--- config.mk ---
export PLATFORM = sky130hd
export DESIGN_NAME = ps2_tx
export DESIGN_NICKNAME = d
export VERILOG_FILES = /design/src/rtl/ps2_pkg.sv /design/src/rtl/ps2_clk_filter.sv /design/src/rtl/ps2_tx.sv
export SDC_FILE = /design/constraint.sdc
export NUM_CORES = 1
export LEC_CHECK = 0
export CAP_MARGIN = 20
export CORE_ASPECT_RATIO = 0.5
export CORE_MARGIN = 3
export CORE_UTILIZATION = 28
export CTS_CLUSTER_SIZE = 25
export DETAILED_ROUTE_END_ITERATION = 7
export SYNTH_ARGS = -nofsm -noshare
export SYNTH_HDL_FRONTEND = slang
export SYNTH_SLANG_ARGS = --single-unit
--- constraint.sdc ---
create_clock -name clk -period 2.6 [get_ports clk]
set_input_delay 0.52 -clock clk [delete_from_list [all_inputs] [get_ports clk]]
set_output_delay 0.52 -clock clk [all_outputs]
set_load 0.01 [all_outputs]
--- src/rtl/ps2_pkg.sv ---
// Shared PS/2 definitions: transmitter state encoding, keyboard command and
// response bytes, and the frame parity helper.
package ps2_pkg;

  typedef enum logic [2:0] {
    ST_TX_IDLE,
    ST_TX_RTS,
    ST_TX_START,
    ST_TX_DATA,
    ST_TX_ACK,
    ST_TX_WAIT_IDLE
  } tx_state_t;

  localparam logic [7:0] CMD_SET_LEDS = 8'hED;
  localparam logic [7:0] CMD_ENABLE   = 8'hF4;
  localparam logic [7:0] CMD_RESET    = 8'hFF;
  localparam logic [7:0] RSP_ACK      = 8'hFA;

  localparam int WDOG_W = 20;

  // PS/2 frames carry odd parity over the eight data bits plus the parity bit.
  function automatic logic odd_parity(input logic [7:0] b);
    return ~^b;
  endfunction

endpackage

--- src/rtl/ps2_clk_filter.sv ---
// Eight-sample debounce filter for the raw PS/2 clock line with a registered
// one-cycle pulse on each filtered falling edge.
module ps2_clk_filter (
  input  logic clk,
  input  logic reset,
  input  logic ps2c_in,
  output logic ps2c_filt,
  output logic fall
);

  logic [7:0] taps_reg;
  logic [7:0] taps_next;
  logic       filt_next;

  // Decide on the post-shift window so the cleared taps after reset never
  // read as "eight zeros" and fake a falling edge.
  assign taps_next = {ps2c_in, taps_reg[7:1]};

  always_comb begin
    filt_next = ps2c_filt;
    if (taps_next == 8'hFF)
      filt_next = 1'b1;
    else if (taps_next == 8'h00)
      filt_next = 1'b0;
  end

  always_ff @(posedge clk or posedge reset) begin
    if (reset) begin
      taps_reg  <= 8'h00;
      ps2c_filt <= 1'b1;
      fall      <= 1'b0;
    end else begin
      taps_reg  <= taps_next;
      ps2c_filt <= filt_next;
      fall      <= ps2c_filt & ~filt_next;
    end
  end

endmodule

--- src/rtl/ps2_tx.sv ---
// Host-to-device PS/2 transmitter: request-to-send, eleven device-clocked
// bits (start, data, parity, stop, ack) and a watchdog-guarded completion.
module ps2_tx
  import ps2_pkg::*;
#(
  parameter int INHIBIT_CYCLES = 6000,
  parameter int TIMEOUT_CYCLES = 750000
) (
  input  logic       clk,
  input  logic       reset,
  input  logic       wr_ps2,
  input  logic [7:0] din,
  input  logic       ps2c_in,
  input  logic       ps2d_in,
  output logic       ps2c_oe,
  output logic       ps2d_oe,
  output logic       tx_idle,
  output logic       tx_done_tick,
  output logic       tx_err_tick
);

  localparam int INH_W = (INHIBIT_CYCLES > 1) ? $clog2(INHIBIT_CYCLES) : 1;
  localparam logic [INH_W-1:0]  INH_LAST  = INH_W'(INHIBIT_CYCLES - 1);
  localparam logic [INH_W-1:0]  INH_PRE   = INH_W'(INHIBIT_CYCLES - 2);
  localparam logic [WDOG_W-1:0] WDOG_LAST = WDOG_W'(TIMEOUT_CYCLES - 1);
  localparam logic [WDOG_W-1:0] WDOG_MAX  = '1;

  tx_state_t         state;
  logic [INH_W-1:0]  inh_cnt;
  logic [WDOG_W-1:0] wdog;
  logic [8:0]        sr;
  logic [3:0]        n;
  logic              ack_ok;
  logic [1:0]        d_sync_reg;
  logic              d_sync;
  logic              clk_filt;
  logic              clk_fall;
  logic              active;
  logic              timeout;

  ps2_clk_filter u_clk_filter (
    .clk       (clk),
    .reset     (reset),
    .ps2c_in   (ps2c_in),
    .ps2c_filt (clk_filt),
    .fall      (clk_fall)
  );

  always_ff @(posedge clk or posedge reset) begin
    if (reset)
      d_sync_reg <= 2'b11;
    else
      d_sync_reg <= {d_sync_reg[0], ps2d_in};
  end

  assign d_sync = d_sync_reg[1];

  assign active = (state == ST_TX_START) || (state == ST_TX_DATA) ||
                  (state == ST_TX_ACK)   || (state == ST_TX_WAIT_IDLE);

  // Fires on the TIMEOUT_CYCLES-th cycle without a device clock edge, so the
  // error tick lands exactly TIMEOUT_CYCLES cycles after the last edge.
  assign timeout = active && (wdog == WDOG_LAST);

  always_ff @(posedge clk or posedge reset) begin
    if (reset) begin
      state        <= ST_TX_IDLE;
      inh_cnt      <= '0;
      wdog         <= '0;
      sr           <= '0;
      n            <= '0;
      ack_ok       <= 1'b0;
      ps2c_oe      <= 1'b0;
      ps2d_oe      <= 1'b0;
      tx_idle      <= 1'b1;
      tx_done_tick <= 1'b0;
      tx_err_tick  <= 1'b0;
    end else begin
      tx_done_tick <= 1'b0;
      tx_err_tick  <= 1'b0;

      if (active) begin
        if (clk_fall)
          wdog <= '0;
        else if (wdog != WDOG_MAX)
          wdog <= wdog + 1'b1;
      end

      if (timeout) begin
        ps2c_oe     <= 1'b0;
        ps2d_oe     <= 1'b0;
        tx_err_tick <= 1'b1;
        tx_idle     <= 1'b1;
        state       <= ST_TX_IDLE;
      end else begin
        case (state)
          ST_TX_IDLE: begin
            ps2c_oe <= 1'b0;
            ps2d_oe <= 1'b0;
            if (wr_ps2) begin
              sr      <= {odd_parity(din), din};
              inh_cnt <= '0;
              ps2c_oe <= 1'b1;
              tx_idle <= 1'b0;
              state   <= ST_TX_RTS;
            end
          end

          ST_TX_RTS: begin
            inh_cnt <= inh_cnt + 1'b1;
            if (inh_cnt == INH_LAST) begin
              ps2c_oe <= 1'b0;
              ps2d_oe <= 1'b1;
              n       <= '0;
              wdog    <= '0;
              state   <= ST_TX_START;
            end else if (inh_cnt == INH_PRE) begin
              ps2d_oe <= 1'b1;
            end
          end

          ST_TX_START: begin
            if (clk_fall) begin
              ps2d_oe <= ~sr[0];
              sr      <= {1'b0, sr[8:1]};
              n       <= 4'd1;
              state   <= ST_TX_DATA;
            end
          end

          ST_TX_DATA: begin
            if (clk_fall) begin
              n <= n + 1'b1;
              if (n == 4'd9) begin
                ps2d_oe <= 1'b0;
                state   <= ST_TX_ACK;
              end else begin
                ps2d_oe <= ~sr[0];
                sr      <= {1'b0, sr[8:1]};
              end
            end
          end

          ST_TX_ACK: begin
            if (clk_fall) begin
              ack_ok <= ~d_sync;
              state  <= ST_TX_WAIT_IDLE;
            end
          end

          ST_TX_WAIT_IDLE: begin
            if (clk_filt && d_sync) begin
              tx_done_tick <= ack_ok;
              tx_err_tick  <= ~ack_ok;
              tx_idle      <= 1'b1;
              state        <= ST_TX_IDLE;
            end
          end

          default: begin
            ps2c_oe <= 1'b0;
            ps2d_oe <= 1'b0;
            tx_idle <= 1'b1;
            state   <= ST_TX_IDLE;
          end
        endcase
      end
    end
  end

endmodule

[Yosys cells after proc, flatten, opt, wreduce, memory -nomap -nowiden]
Cells that the tools add are included.
Operators by class
  multiplexer cells: 49
  equal/unequal tests: 27
  bitwise operators: 6
  reduce and logical (&&, ||, !) cells: 22
  $add $sub $neg: 3
Operator list (number)
  2-to-1 mux 20 bit: 6
  2-to-1 mux 9 bit: 4
  case mux 9 bit (3 select lines): 1
  == test 13 bit, second input constant: 2
  case mux 13 bit (2 select lines): 1
  2-to-1 mux 3 bit: 8
  adder 20 x 1 -> 20 bit, second input constant: 1
  == test 20 bit, second input constant: 1
  2-to-1 mux 1 bit: 20
  != test 20 bit, second input constant: 1
  case mux 3 bit (6 select lines): 1
  != test 3 x 2 -> 1 bit, second input constant: 5
  adder 13 x 1 -> 13 bit, second input constant: 1
  2-to-1 mux 13 bit: 1
  2-to-1 mux 4 bit: 3
  case mux 4 bit (3 select lines): 1
  != test 2 x 1 -> 1 bit, second input constant: 5
  AND reduction 3 bit: 3
  == test 8 bit, second input constant: 1
  zero test 8 bit: 1
  OR reduction 4 bit: 2
  XNOR reduction 8 bit: 1
  AND reduction 7 bit: 1
  == test 3 x 2 -> 1 bit, second input constant: 2
  21 further kinds: 34
Storage, ports and cells
  output and inout port bits: 5
  logic and storage cells: 122
  bits in registers: 67
  input bits: 13

[Longest topological paths before layout]
Gate-level depths: netlist (run 1).
  depth after elaboration: 8
  depth in mapped cells: 8
  depth with buffers taken out: 7

[Modules after synthesis]
Synthesis (run 1) repeated with hierarchy kept, for this count alone.
Unflattened totals
  cells, all modules: 361
  area, all modules: 3520.9 µm²
Modules (own cells, without submodules)
  ps2_tx: seq. area each 1430.1 µm², cells an instance 344, area each 3234.4 µm², instances 1
  ps2_clk_filter: seq. area each 226.5 µm², cells an instance 17, area each 286.5 µm², instances 1

[Worst setup path before layout (run 1)]
Ideal clock, no wire load.
  path type: register to register
  start: register inh_cnt[4]
  end: register state[2]
  data arrival time: 2.115 ns
  slack: 0.411 ns
  required time: 2.526 ns
  library setup time: 0.074 ns
  period minus slack after synthesis: 2.189 ns
  stages on the path, launching flop included: 7
  buffers on the path: 1
  cells stage by stage: dfrtp_1 > or4b_4 > nor4_4 > o22ai_2 > buf_6 > or4_4 > a21oi_2
Between the ends
  cells in the longest elaborated chain, start to end: 3
Ends and longest elaborated chain
  start, declared: RTL line ps2_tx.sv:29  | logic [INH_W-1:0] inh_cnt;
  start signal, assigned: RTL line ps2_tx.sv:110  | inh_cnt <= inh_cnt + 1'b1;
  == test 13 bit: RTL line ps2_tx.sv:111  | if (inh_cnt == INH_LAST) begin
  != test 3 bit (no line)
  AND reduction 7 bit (no line)
  end signal, assigned: RTL line ps2_tx.sv:105  | state <= ST_TX_RTS;
  end signal, assigned: RTL line ps2_tx.sv:116  | state <= ST_TX_START;
  end signal, assigned: RTL line ps2_tx.sv:127  | state <= ST_TX_DATA;
  end, declared: RTL line ps2_tx.sv:28  | tx_state_t state;
Every way passes these cells.
A chain may end at the register's enable or synchronous reset.

[Worst setup path after layout (run 1)]
  start: register inh_cnt[4]
  end: register n[1]
Between the ends
  cells in the longest elaborated chain, start to end: 3
Ends and longest elaborated chain
  == test 13 bit: RTL line ps2_tx.sv:111
  != test 2 bit (no line)
  AND reduction 5 bit (no line)
  end signal, assigned: RTL line ps2_tx.sv:133  | n <= n + 1'b1;
  end, declared: RTL line ps2_tx.sv:32  | logic [3:0] n;
Every way passes these cells.

==> reports/metrics.cfg, run 1 <==
[min_path]
worst_hold_class=flip-flop to flip-flop
worstHoldStart=d_sync_reg[0]$_DFF_PP1_
hold_path_end=d_sync_reg[1]$_DFF_PP1_
hold_depth=0

[routing]
route.vias.total=2764
first_pass_iters=4
drc_violation_count_after_routing=0
drt-vias-per-instance=4.945
route.detailed.wl_per_inst_um=13.69
ant_nets=0
drt_iter0_drc=224
drt-total-wl_um=7650

[floorplanning]
floorplan.io_pins=18
die_h_um=84.89
row_count=28
fp.coreArea_um2=11980
floorplan.die_area_um2=13900
die_w_um=163.8
initial_core_utilization=0.2908

[final_layout]
final_cell_area_um2=4248
layout-drive-gt1-share=0.1015
num-nets-final=407
ant_diodes=0
largest_register_ffs=20
layout_top_registers=wdog: 20 flops, inh_cnt: 13 flops, sr: 9 flops
synthToLayoutAreaGrowth_pct=21.90
register_ranked_first_by_flip_flop_count=wdog

[power]
irDropWorstVdd_mv=0.2867
power.static_leakage_nw=1.788
p_per_area_nw_per_um2=610.5

[global_routing]
global_route.usage.total=0.1201
grt_first_pass_wirelength_um=13340
grt.overflow.total=0
grt_pass1_vias=2775
grt_start_max_net_pins=67
grt_antenna_before_repair=0

[synth]
synth_top_cells_by_count=62 x dfrtp_1, 44 x nor2_1, 33 x nand2_1
synth_area_leader_cell=dfrtp_1
yosys_register_bits=66
synthDistinctLibCells=56
synth-edff-count=0
synth_warnings=0
synth_top_cells_by_area=dfrtp_1 45%, xnor2_1 5.5%, nor2_1 4.7%, nand2_1 3.6%, mux2i_1 3.4%
number_of_standard_cells_after_synthesis=363
mappedNetlistArea_um2=3485
syn_avg_cell_area_um2=9.599
ys_async_sr_fraction=1.000
synth_nets=381
synth_top_area_share=0.4452
synth-seq-area-share=0.4754
dominantRegCellSynth=dfrtp_1
most_repeated_cell_in_the_gate_level_netlist_after_synthesis=dfrtp_1

[worst_setup_path]
crit-reg2reg-launch=inh_cnt[4]$_DFFE_PP0P_
critical_path.n_buffers_inverters=0
required_ns=2.84
setup.worst_path.start_class=flip-flop
setup.worst_path.class=flip-flop to flip-flop
worstPathMaxFanout=11
endpoint_kind=flip-flop
crit_arrival_ns=2.63
timing.reg2reg.worst_path_depth=5
crit_slowest_cell=or4b_4
critical-path-top-delay-family=simple AND/OR/NAND/NOR gates
ff_to_ff_setup_slack_ns=0.21
cp_slowest_stage_delay_ns=0.59
reg2reg_end=n[1]$_DFFE_PP0P_
crit_path_cell_trace=or4b_4, nor4_4, o22ai_2, or3_1, o32ai_1

[cts]
cts.path.max_buffers=2
cts.clk_slew.worst_paths_ns=0.06
postCtsResizedCells=0
holdBufCountCts=0
cts.htree.levels=3
post_cts_setup_repair_buffer_count=0
cts_tree=built
numClockSinks=66
numCtsBuffers=9
clock_network_latency_to_the_later_pin_of_the_worst_skew_pair_ns=0.34
cts_root_buffer=clkbuf_16

[place]
place.port_buffers=17
detailed_place_hpwl_um=5144
globalplace.congestion=0.8375
placed_area_um2=3899

[timing]
tightest_slew_ns=0.5998
hold_violations=0
achievable-frequency_mhz=417.8
max_slew_margin=0.5964
layout_worst_path_cycle_share=0.9207
setup-violations-final=0
report.final.slew_viol_count=0
clock-skew-final_ns=0.005952
rsz0062_at_grt=false
final_period_minus_worst_setup_slack_ns=2.394
setup_tns_ns=0

[status]
result_of_the_run=completed

[job]
cap_violations=0

-- routing by layer --
layer / global-route usage / wire [µm] / vias to the layer above
met5: 0 / 0 / -
met4: 0.05756 / 104 / 0
met3: 0.03754 / 263 / 10
met2: 0.1786 / 3472 / 42
met1: 0.1597 / 3810 / 1356
li1: - / - / 1356
-- final cells by class --
cell class | count | area [µm²]
sequential | 66 | 1657
inverter | 14 | 52.55
fill | 1232 | 7734
tap | 165 | 206.4
timing repair buffer | 30 | 286.5
clock buffer | 11 | 232.7
clock inverter | 5 | 102.6
multi-input combinational | 268 | 1710
-- report_power, final --
| group | internal, W | switching [W] | leakage [nW] |
|---|---|---|---|
| logic | 0.0000556 | 0.0000568 | 0.754 |
| registers | 0.00106 | 0.0000390 | 0.874 |
| clock network | 0.000935 | 0.000446 | 0.160 |
-- cells by family (layout without fill, tap and decap cells) --
| kind of cell | count (synthesis) | in the layout | share of synthesized area |
|---|---|---|---|
| muxes | 12 | 12 | 0.03447 |
| xor gates and xnor gates | 34 | 34 | 0.08761 |
| and+or+nand+nor | 155 | 155 | 0.2320 |
| DFF | 66 | 66 | 0.4754 |
| AOI/OAI and AO/OA | 62 | 62 | 0.1189 |
| buffers and inverters | 29 | 60 | 0.03375 |
| adders and majority gates | 5 | 5 | 0.01795 |
-- cells in the final DEF, fill, tap and decap left out, types with 3 or more instances in the layout --
cell type	synthesis	final
clkbuf_16	0	9
buf_4	0	11
o31ai_1	3	3
nor4_1	9	9
ha_1	5	5
nand4_1	12	12
or4_1	3	3
nand3_1	17	17
dfstp_2	4	4
a2111oi_0	3	3
nor2_1	44	44
mux2i_1	12	12
a21oi_1	13	13
xnor2_1	22	22
a211oi_1	5	5
clkdlybuf4s50_1	0	17
xor2_1	11	11
inv_1	13	12
and3_1	8	8
o21ai_0	7	7
bufinv_16	0	3
o41ai_1	3	3
nand2_1	33	33
dfrtp_1	62	62
o21ai_1	12	12
nand2b_1	3	3
nor3_1	6	6
nor4b_1	4	4
-- how the worst max path moves through the flow --
stage / to / start / slack [ns] / cells after the start
detailed placement: n[1]$_DFFE_PP0P_ / inh_cnt[4]$_DFFE_PP0P_ / 0.21 / 5
CTS: n[1]$_DFFE_PP0P_ / inh_cnt[4]$_DFFE_PP0P_ / 0.20 / 5
global route: n[1]$_DFFE_PP0P_ / inh_cnt[4]$_DFFE_PP0P_ / 0.05 / 5
floorplan: state[2]$_DFFE_PP0P_ / inh_cnt[4]$_DFFE_PP0P_ / 0.41 / 6
global placement: n[1]$_DFFE_PP0P_ / inh_cnt[4]$_DFFE_PP0P_ / 0.18 / 5
finish: n[1]$_DFFE_PP0P_ / inh_cnt[4]$_DFFE_PP0P_ / 0.21 / 5
-- metrics by stage --
| stage | worst slack, ns | util | power (W) | cells | hold slack (ns) |
|---|---|---|---|---|---|
| final | 0.2063 | 0.3545 | 0.002593 | 559 | 0.3639 |
| after global routing | 0.04788 | 0.3545 | 0.002698 | 559 | 0.3722 |
| after CTS | 0.1964 | 0.3534 | 0.002628 | 558 | 0.3660 |
| after detailed placement | 0.2074 | 0.3254 | 0.001231 | 542 | 0.3596 |
| after global placement | 0.1804 | 0.3254 | 0.001229 | 542 | 0.3531 |
| after floorplan | 0.4106 | - | 0.001180 | 363 | 0.3452 |
No activity file was read; power rests on OpenSTA's default activity.
==> run 2: changes to the inputs <==
- CELL_PAD_IN_SITES_DETAIL_PLACEMENT: default -> 1
- CELL_PAD_IN_SITES_GLOBAL_PLACEMENT: default -> 1
- GPL_ROUTABILITY_DRIVEN: default -> 0
- PLACE_DENSITY_LB_ADDON: default -> 0.1
==> run 2 against run 1 <==
Total power down 1.6%. Worst hold slack worse by 0.010 ns. Combinational power up 17%. Non-clock buffer count up 3. Critical path depth unchanged. Highest routed layer unchanged. Sequential share of layout area down 0.13 points. Via count up 0.43%. Die area unchanged. Routed wire length up 17%. Critical endpoint unchanged.
==> reports/metrics.cfg, run 2 (synthesis gave the netlist of run 1 again) <==
[worst_setup_path]
ff_to_ff_setup_slack_ns=0.16
timing.reg2reg.worst_path_depth=5
endpoint_kind=flip-flop
crit_path_cell_trace=or4b_4, nor4_4, o22ai_2, or3_1, o32ai_1
crit_arrival_ns=2.66
cp_slowest_stage_delay_ns=0.56
crit_slowest_cell=or4b_4
reg2reg_end=n[1]$_DFFE_PP0P_
setup.worst_path.start_class=flip-flop
required_ns=2.82
worstPathMaxFanout=11
setup.worst_path.class=flip-flop to flip-flop
crit-reg2reg-launch=inh_cnt[7]$_DFFE_PP0P_

[final_layout]
num-nets-final=410
layout-drive-gt1-share=0.1159
ant_diodes=0
register_ranked_first_by_flip_flop_count=wdog
layout.cells.non_filler=562
synthToLayoutAreaGrowth_pct=22.30
largest_register_ffs=20
layout_top_registers=wdog: 20 flops, inh_cnt: 13 flops, sr: 9 flops
commonest_non_fill_non_tap_cell_in_the_layout=dfrtp_1
layout_common_cells=62 x dfrtp_1, 44 x nor2_1, 33 x nand2_1

[global_routing]
grt_pass1_vias=2972
grt_start_max_net_pins=67
grt_antenna_before_repair=0
grt_first_pass_wirelength_um=15700
grt.overflow.total=0
global_route.usage.total=0.1421

[power]
post-layout-total-power_w=0.002553
clock_power_share=0.521
intPower_w=0.001967
irDropWorstVdd_mv=0.2564
power.static_leakage_nw=1.790
total_switching_power_w=0.0005854
p_per_area_nw_per_um2=599.0
switching_share=0.2293
combPwrFrac=0.051
power_frac_seq=0.428

[timing]
report.final.slew_viol_count=0
clock-skew-final_ns=0.006258
max_slew_margin=0.5534
achievable-frequency_mhz=410.5
setup_tns_ns=0
tightest_slew_ns=0.6530
hold_violations=0
final_period_minus_worst_setup_slack_ns=2.436
rsz0062_at_grt=false
setup-violations-final=0
layout_worst_path_cycle_share=0.9368

[cts]
cts.htree.levels=3
cts.clk_slew.worst_paths_ns=0.06
cts_tree=built
holdBufCountCts=0
numCtsBuffers=9
numClockSinks=66
post_cts_setup_repair_buffer_count=0
clock_network_latency_to_the_later_pin_of_the_worst_skew_pair_ns=0.33
cts.path.max_buffers=2
postCtsResizedCells=0
cts_root_buffer=clkbuf_16

[routing]
drt_iter0_drc=187
route.detailed.wl_per_inst_um=15.96
drc_violation_count_after_routing=0
route.vias.total=2776
drt-vias-per-instance=4.940
drt-total-wl_um=8967
first_pass_iters=4
ant_nets=0

[place]
place.port_buffers=17
detailed_place_hpwl_um=6378
dpl.cell_count=545

[min_path]
hold_depth=0
hold_path_end=d_sync_reg[1]$_DFF_PP1_
worst_hold_class=flip-flop to flip-flop
worstHoldStart=d_sync_reg[0]$_DFF_PP1_

[floorplanning]
fp.coreArea_um2=11980
floorplan.die_area_um2=13900
die_h_um=84.89
initial_core_utilization=0.2908
floorplan.io_pins=18
die_w_um=163.8
row_count=28

[status]
result_of_the_run=completed

[job]
cap_violations=0

-- run 2: layout make-up --
class                      instances  area, µm²
tap                              165      206.4
fill                            1405       7720
sequential                        66       1657
inverter                          14      52.55
clock inverter                     7      101.3
clock buffer                       9      225.2
timing repair buffer              33      302.8
multi-input combinational        268       1717
-- run 2: how the worst max path moves through the flow --
| stage | start | endpoint | slack (ns) |
|---|---|---|---|
| 3_3_place_gp | inh_cnt[7]$_DFFE_PP0P_ | n[1]$_DFFE_PP0P_ | 0.21 |
| 4_1_cts | inh_cnt[7]$_DFFE_PP0P_ | n[1]$_DFFE_PP0P_ | 0.14 |
| 2_1_floorplan | inh_cnt[4]$_DFFE_PP0P_ | state[2]$_DFFE_PP0P_ | 0.41 |
| 3_5_place_dp | inh_cnt[7]$_DFFE_PP0P_ | n[1]$_DFFE_PP0P_ | 0.16 |
| 5_1_grt | inh_cnt[4]$_DFFE_PP0P_ | n[1]$_DFFE_PP0P_ | 0.007 |
| 6_report | inh_cnt[7]$_DFFE_PP0P_ | n[1]$_DFFE_PP0P_ | 0.16 |
-- run 2: worst max-delay path: cells and delay by family, from the launching register on --
| family | cells | cell delay [ns] |
|---|---|---|
| compound gates | 2 | 0.55 |
| flops | 1 | 0.40 |
| simple gates | 3 | 1.38 |
-- run 2: per-stage QoR --
step	area [µm²]	setup slack [ns]	util	hold WS [ns]
floorplan	3485	0.4106	-	0.3452
global placement	3928	0.2117	0.3278	0.3486
detailed placement	3928	0.1644	0.3278	0.3514
CTS	4254	0.1438	0.3551	0.3573
global route	4262	0.007117	0.3557	0.3553
finish	4262	0.1642	0.3557	0.3539
-- run 2: metal layers --
layer / up-vias / global-route usage / wire length (µm)
met5: - / 0 / 0
met4: 0 / 0.03454 / 84
met3: 8 / 0.04144 / 226
met2: 23 / 0.2199 / 4024
met1: 1387 / 0.1971 / 4632
li1: 1358 / - / -
-- run 2: power groups by stage --
stage	Combinational, W	Sequential [W]	Clock (W)
final	0.000131	0.00109	0.00133
after floorplan	0.0000740	0.00111	0
after global routing	0.000150	0.00110	0.00142
after global placement	0.000129	0.00111	0
after CTS	0.000135	0.00109	0.00137
after detailed placement	0.000134	0.00111	0
==> run 3: changes to the inputs <==
- CORE_MARGIN: 3 -> 1.5
==> run 3 against run 2 <==
First-iteration DRC count decreased by 42%. Final area decreased by 0.59%. Highest routed layer unchanged. Flip-flop and latch count unchanged. Register-to-register slack about the same. Global-route usage increased by 1.5 points. Critical path depth unchanged.
==> reports/metrics.cfg, run 3 (synthesis gave the netlist of run 1 again) <==
[status]
result_of_the_run=completed

[final_layout]
layout-drive-gt1-share=0.1086
layout_top_registers=wdog: 20 flops, inh_cnt: 13 flops, sr: 9 flops
synthToLayoutAreaGrowth_pct=21.58
layout_common_cells=62 x dfrtp_1, 44 x nor2_1, 33 x nand2_1
commonest_non_fill_non_tap_cell_in_the_layout=dfrtp_1
num-nets-final=409
final.fill_count=1390
register_ranked_first_by_flip_flop_count=wdog
ant_diodes=0
largest_register_ffs=20

[min_path]
worst_hold_class=flip-flop to flip-flop

[cts]
cts_tree=built
postCtsResizedCells=0
holdBufCountCts=0
cts.htree.levels=3
numCtsBuffers=9
numClockSinks=66
cts.clk_slew.worst_paths_ns=0.06
post_cts_setup_repair_buffer_count=0
cts_root_buffer=clkbuf_16
clock_network_latency_to_the_later_pin_of_the_worst_skew_pair_ns=0.33
cts.path.max_buffers=2

[place]
pre_cts_slack_ns=0.2367
place.port_buffers=17
detailed_place_hpwl_um=6596

[timing]
rsz0062_at_grt=false
layout_worst_path_cycle_share=0.9354
achievable-frequency_mhz=411.2
final_period_minus_worst_setup_slack_ns=2.432
hold_violations=0
setup_tns_ns=0
tightest_slew_ns=0.5999
setup-violations-final=0
report.final.slew_viol_count=0
max_slew_margin=0.5968
timing.final.ws_setup_ns=0.1679
clock-skew-final_ns=0.007555

[worst_setup_path]
crit_slowest_cell=or4b_4
endpoint_kind=flip-flop
crit_arrival_ns=2.66
cp_slowest_stage_delay_ns=0.55
worstPathMaxFanout=11
critical-path-top-delay-family=simple AND/OR/NAND/NOR gates
setup.worst_path.class=flip-flop to flip-flop
ff_to_ff_setup_slack_ns=0.17
setup.worst_path.start_class=flip-flop
crit_path_cell_trace=or4b_4, nor4_4, o22ai_2, or3_1, o32ai_1
required_ns=2.83
critical_path.n_buffers_inverters=0

[floorplanning]
fp.coreArea_um2=11980
row_count=28
floorplan.die_area_um2=13160
die_h_um=81.89
initial_core_utilization=0.2908
floorplan.io_pins=18
die_w_um=160.8

[routing]
drt-total-wl_um=9184
met3RoutedLength_um=305
route.vias.total=2786
top_layer_used=met4
routedLengthMet1_um=4729
ant_nets=0
met2RoutedLength_um=4005
route.detailed.wl_per_inst_um=16.37
drt_iter0_drc=109
drc_violation_count_after_routing=0
first_pass_iters=4
drt-vias-per-instance=4.966

[power]
irDropWorstVdd_mv=0.2125
power.static_leakage_nw=1.787
p_per_area_nw_per_um2=585.0

[global_routing]
grt.overflow.total=0
grt_start_max_net_pins=30
grt_antenna_before_repair=0
grt_first_pass_wirelength_um=15810
grt_pass1_vias=2978
global_route.usage.total=0.1571

[job]
cap_violations=0

run 3: routing by layer:
metal | up-vias | global-route usage
met3 | 14 | 0.04848
met5 | - | 0
li1 | 1356 | -
met1 | 1386 | 0.2095
met4 | 0 | 0.05833
met2 | 30 | 0.2411
run 3: where the power goes:
part / switching (W) / internal (W) / leakage, nW / total, W
sequential: 0.0000326 / 0.00106 / 0.874 / 0.00109
combinational: 0.0000675 / 0.0000623 / 0.760 / 0.000130
clock: 0.000436 / 0.000820 / 0.153 / 0.00126
total: 0.000536 / 0.00194 / 1.79 / 0.00248
run 3: worst paths after layout:
check	endpoint	startpoint	cells after the start
max	n[1]$_DFFE_PP0P_	inh_cnt[7]$_DFFE_PP0P_	5
min	d_sync_reg[1]$_DFF_PP1_	d_sync_reg[0]$_DFF_PP1_	0
max reg2reg	n[1]$_DFFE_PP0P_	inh_cnt[7]$_DFFE_PP0P_	5
min reg2reg	d_sync_reg[1]$_DFF_PP1_	d_sync_reg[0]$_DFF_PP1_	0
max in group asynchronous	wdog[12]$_DFF_PP0_	reset	3
min in group asynchronous	tx_err_tick$_DFF_PP0_	reset	2
run 3: through the flow:
stage,hold slack [ns],util,area [µm²],total power (W),instances
3_5_place_dp,0.3572,0.3272,3920,0.001245,544
2_1_floorplan,0.3452,-,3485,0.001180,363
6_report,0.3597,0.3536,4237,0.002479,561
4_1_cts,0.3641,0.3530,4229,0.002539,560
3_3_place_gp,0.3475,0.3272,3920,0.001239,544
5_1_grt,0.3622,0.3536,4237,0.002599,561
run 3: worst register-to-register path: cells and delay by family (launching register included):
kind | cells | cell delay, ns
DFF | 1 | 0.40
and+or+nand+nor | 3 | 1.39
AOI/OAI and AO/OA | 2 | 0.53
run 3: final cells by class:
type                            count  area, µm²  area share
Timing Repair Buffer               32      295.3     0.06970
Multi-Input combinational cell    268       1717      0.4052
Clock buffer                       14      274.0     0.06468
Sequential cell                    66       1657      0.3910
Tap cell                          165      206.4     0.04873
Clock inverter                      2      35.03    0.008269
Inverter                           14      52.55     0.01240
